**config.mk**
```make
export PLATFORM = sky130hd
export DESIGN_NAME = one_to_four_demux_deserializer
export DESIGN_NICKNAME = d
export VERILOG_FILES = /design/src/rtl/one_to_four_demux_deserializer.sv
export SDC_FILE = /design/constraint.sdc
export NUM_CORES = 1
export LEC_CHECK = 0
export ABC_AREA = 1
export BUFFER_PORTS_ARGS = -buffer_cell sky130_fd_sc_hd__buf_4
export CORE_AREA = 8 8 80 82
export CTS_CLUSTER_DIAMETER = 50
export DETAILED_ROUTE_END_ITERATION = 6
export DIE_AREA = 0 0 88 90
export HOLD_SLACK_MARGIN = 0.1
export PLACE_DENSITY = 0.73
export SLEW_MARGIN = 20
export SYNTH_ARGS = -nofsm -noshare
export SYNTH_HDL_FRONTEND = slang
export SYNTH_SLANG_ARGS = --single-unit
```
**constraint.sdc**
```tcl
create_clock -name clk -period 2.5 [get_ports clk]
set_input_delay 0.5 -clock clk [delete_from_list [all_inputs] [get_ports clk]]
set_output_delay 0.5 -clock clk [all_outputs]
set_load 0.02 [all_outputs]
```
**src/rtl/one_to_four_demux_deserializer.sv**
```systemverilog
// one_to_four_demux_deserializer: four-channel MSB-first serial-to-byte collector with a round-robin output port
module one_to_four_demux_deserializer (
  input  logic       clk,
  input  logic       reset_n,
  input  logic       in_bit,
  input  logic       s0,
  input  logic       s1,
  input  logic       in_valid,
  output logic       in_ready,
  output logic [7:0] out_data,
  output logic [1:0] out_ch,
  output logic       out_valid,
  input  logic       out_ready
);
  typedef enum logic {IDLE, PRESENT} state_t;
  state_t st, st_nx;
  logic [7:0] sr [4];
  logic [2:0] cnt [4];
  logic [3:0] full;
  logic [1:0] rr, ch, win;
  logic acc, any, load;
  assign ch = {s1, s0};
  assign in_ready = ~full[ch];
  assign acc = in_valid & in_ready;
  assign any = |full;
  assign out_valid = st == PRESENT;
  // descending scan so the nearest channel after rr wins
  always_comb begin
    win = rr;
    for (int k = 4; k >= 1; k--) if (full[rr + 2'(k)]) win = rr + 2'(k);
    load = any && (st == IDLE || out_ready);
    st_nx = st == IDLE ? (any ? PRESENT : IDLE) : (out_ready && !any ? IDLE : PRESENT);
  end
  always_ff @(posedge clk or negedge reset_n) begin
    if (!reset_n) begin
      st <= IDLE;
      rr <= 2'd3;
      out_data <= 8'h00;
      out_ch <= 2'b00;
      full <= 4'b0000;
      for (int i = 0; i < 4; i++) begin
        sr[i] <= 8'h00;
        cnt[i] <= 3'd0;
      end
    end else begin
      st <= st_nx;
      if (load) begin
        out_data <= sr[win];
        out_ch <= win;
        rr <= win;
      end
      for (int i = 0; i < 4; i++) begin
        if (acc && ch == 2'(i)) begin
          sr[i] <= {sr[i][6:0], in_bit};
          cnt[i] <= cnt[i] + 3'd1;
        end
        full[i] <= (full[i] && !(load && win == 2'(i))) || (acc && ch == 2'(i) && cnt[i] == 3'd7);
      end
    end
  end
endmodule

```
==> flow_metrics.env <==
export IMPL_status="complete, no violations"
export IMPL_ys_seq_area_share_pct=50.96
export IMPL_cts_htree_levels=3
export IMPL_avgViaCountPerCell=5.204
export IMPL_maxCapViolCount=0
export IMPL_crit_type="reg2reg"
export IMPL_cp_startpoint="rr[0]$_DFFE_PN1P_"
export IMPL_cts_setup_buffers=0
export IMPL_holdBufCountCts=0
export IMPL_synth_xor_area_share_pct=1.168
export IMPL_r2r_start="rr[0]$_DFFE_PN1P_"
export IMPL_worstPathRequired_ps=2780
export IMPL_die_h_um=90
export IMPL_syn_area_um2=3000
export IMPL_synthArstFlopShare_pct=100.0
export IMPL_cts_root_buffer="clkbuf_8"
export IMPL_syn_avg_cell_area_um2=8.452
export IMPL_grt_ovfl_total=0
export IMPL_synth_edf_count=0
export IMPL_hold_viol=0
export IMPL_drive_above_1_share_pct=15.53
export IMPL_gp_congestion=0.7697
export IMPL_die_w_um=88
export IMPL_routedWlPerCell_um=13.36
export IMPL_diodes=0
export IMPL_cts_resized=0
export IMPL_dpl_hpwl_um=4229
export IMPL_drc=0
export IMPL_synth_compound_area_share_pct=8.716
export IMPL_drv_slew=0
export IMPL_grt_pass1_wl_um=10720
export IMPL_synth_fa_ha_area_share_pct=3.336
export IMPL_setup_viol=0
export IMPL_worstMarginPinSlew_ps=865.4
export IMPL_fmax_ghz=0.4481
export IMPL_cts_tree="yes"
export IMPL_final_util_pct=65.54
export IMPL_grt_pass1_vias=2348
export IMPL_fin_crit_ps=2232
export IMPL_final_fill_count=462
export IMPL_hold_class="in2async"
export IMPL_grt_max_degree=62
export IMPL_drt_pass1_iter_count=4
export IMPL_rows=27
export IMPL_slew_headroom_pct=42.19
export IMPL_drtIter0Drc=205
export IMPL_synth_cell_types=30
export IMPL_final_setup_tns_ps=0
export IMPL_cts_sinks=61
export IMPL_peakVddDrop_uv=711.2
export IMPL_synthMuxAreaShare_pct=3.003
export IMPL_cts_max_path_buffers=2
export IMPL_crit_fanout=11
export IMPL_core_um2=5236
export IMPL_synth_seq_cells=61
export IMPL_rsz0062_at_grt="no"
export IMPL_dp_cells=436
export IMPL_track_usage_pct=17.40
export IMPL_yosysWarnings=0
export IMPL_layout_commonest_cell="nand2_1"
export IMPL_cp_data_arrival_time_ps=2510
export IMPL_yosys_area_share_simple_pct=24.44
export IMPL_num_vias=2352
export IMPL_final_cells=452
export IMPL_ios=19
export IMPL_clkLatencyLatePin_ps=340
export IMPL_cts_buffers=9
export IMPL_powerDensity_nw_per_um2=1563
export IMPL_fin_total_pwr_mw=5.365
export IMPL_synth_main_ff_cell="dfrtp_1"
export IMPL_leakagePower_nw=1.757
export IMPL_portBuffers=18
export IMPL_dieArea_um2=7920
export IMPL_skew_ps=8.244
export IMPL_nets=390
export IMPL_antenna_found_initial=0
export IMPL_drt_wl_total_um=6040
export IMPL_clkTransAtPathRegs_ps=70
export IMPL_synth_top_family_by_area="simple AND/OR/NAND/NOR gates"
export IMPL_critPathLaunchType="flip-flop"
export IMPL_syn_nets=370
export IMPL_start_util_pct=57.30
export IMPL_ant_nets=0
export IMPL_final_cell_mix="nand2_1 (117), dfrtp_1 (59), inv_1 (40)"
export IMPL_syn_inst=355
export IMPL_area_growth_pct=14.39
export IMPL_end_kind="flip-flop"
export IMPL_min_period_over_period_pct=89.27
where the power goes:
group / switching, mW / internal, mW
combinational: 1.67 / 0.922
sequential: 0.275 / 1.45
clock: 0.380 / 0.669
synth_stat cells, types with 2 or more instances:
cell | n | area [um2]
ha_1 | 8 | 100.1
nand2_2 | 4 | 25.02
dfrtp_1 | 59 | 1476
nand3_2 | 2 | 20.02
nor2_1 | 3 | 11.26
nand3_1 | 35 | 175.2
o21ai_0 | 36 | 180.2
o21ai_1 | 7 | 35.03
buf_6 | 2 | 22.52
clkbuf_1 | 4 | 15.01
inv_1 | 40 | 150.1
nand2_4 | 3 | 33.78
xor2_1 | 2 | 17.52
inv_2 | 3 | 11.26
xnor2_1 | 2 | 17.52
nand2_1 | 117 | 439.2
buf_2 | 7 | 35.03
dfstp_2 | 2 | 52.55
mux2_1 | 8 | 90.09
metal layers:
layer | GRT usage (%) | wire, um
met4 | 9.326 | 182
met2 | 26.93 | 2890
met3 | 4.550 | 248
met5 | 0 | 0
met1 | 21.36 | 2719
path summary, 6_finish.rpt:
path | to | slack [ps] | cells after the start
max in group asynchronous | sr[12]$_DFFE_PN0P_ | 1770 | 1
setup / recovery | out_data[1]$_DFFE_PN0P_ | 270 | 10
min in group clk | out_valid$_DFF_PN0_ | 340 | 2
hold reg to reg | cnt[0]$_DFFE_PN0P_ | 480 | 1
hold / removal | cnt[3]$_DFFE_PN0P_ | 220 | 1
setup reg to reg | out_data[1]$_DFFE_PN0P_ | 270 | 10
worst max-delay path: stages, from the launching register on:
cell and delay (ps):
dfstp_2 660, nand2_1 130, nand2_4 120, nand2_1 70
nand2_1 70, o21ai_1 70, a21boi_1 660, nand3_1 140
nand2_1 110, nand2_1 70, nand2_1 60
per-stage QoR:
stage | hold WS, ps | setup slack (ps) | area (um2)
final | 224.6 | 268.2 | 3432
after global routing | 292.6 | 78.51 | 3432
after CTS | 252.1 | 278.1 | 3432
after detailed placement | 467.6 | 293.0 | 3188
after global placement | 459.1 | 391.3 | 3188
after floorplan | 204.4 | 600.7 | 3000
cell type report:
class                           count  area, um2  share of cell area [%]
Inverter                           45      171.4                   4.995
Multi-Input combinational cell    235       1225                   35.69
Tap cell                           72      90.09                   2.625
Clock inverter                      3      65.06                   1.896
Sequential cell                    61       1529                   44.55
Clock buffer                       13      178.9                   5.213
Timing Repair Buffer               23      172.7                   5.031
sequential cells by signal (all words and copies together), names as in the netlist:
name       flops
out_ch         2
rr             2
cnt           12
full           4
out_valid      1
sr            32
out_data       8
cells by family (layout without fill, tap and decap cells):
logic type / Yosys count / in the layout
AOI/OAI and AO/OA: 48 / 48
adders and majority gates: 8 / 8
muxes: 8 / 8
and+or+nand+nor: 167 / 167
buffers and inverters: 59 / 84
DFF: 61 / 61
xor gates and xnor gates: 4 / 4
Power figures use the tool's default switching activity.
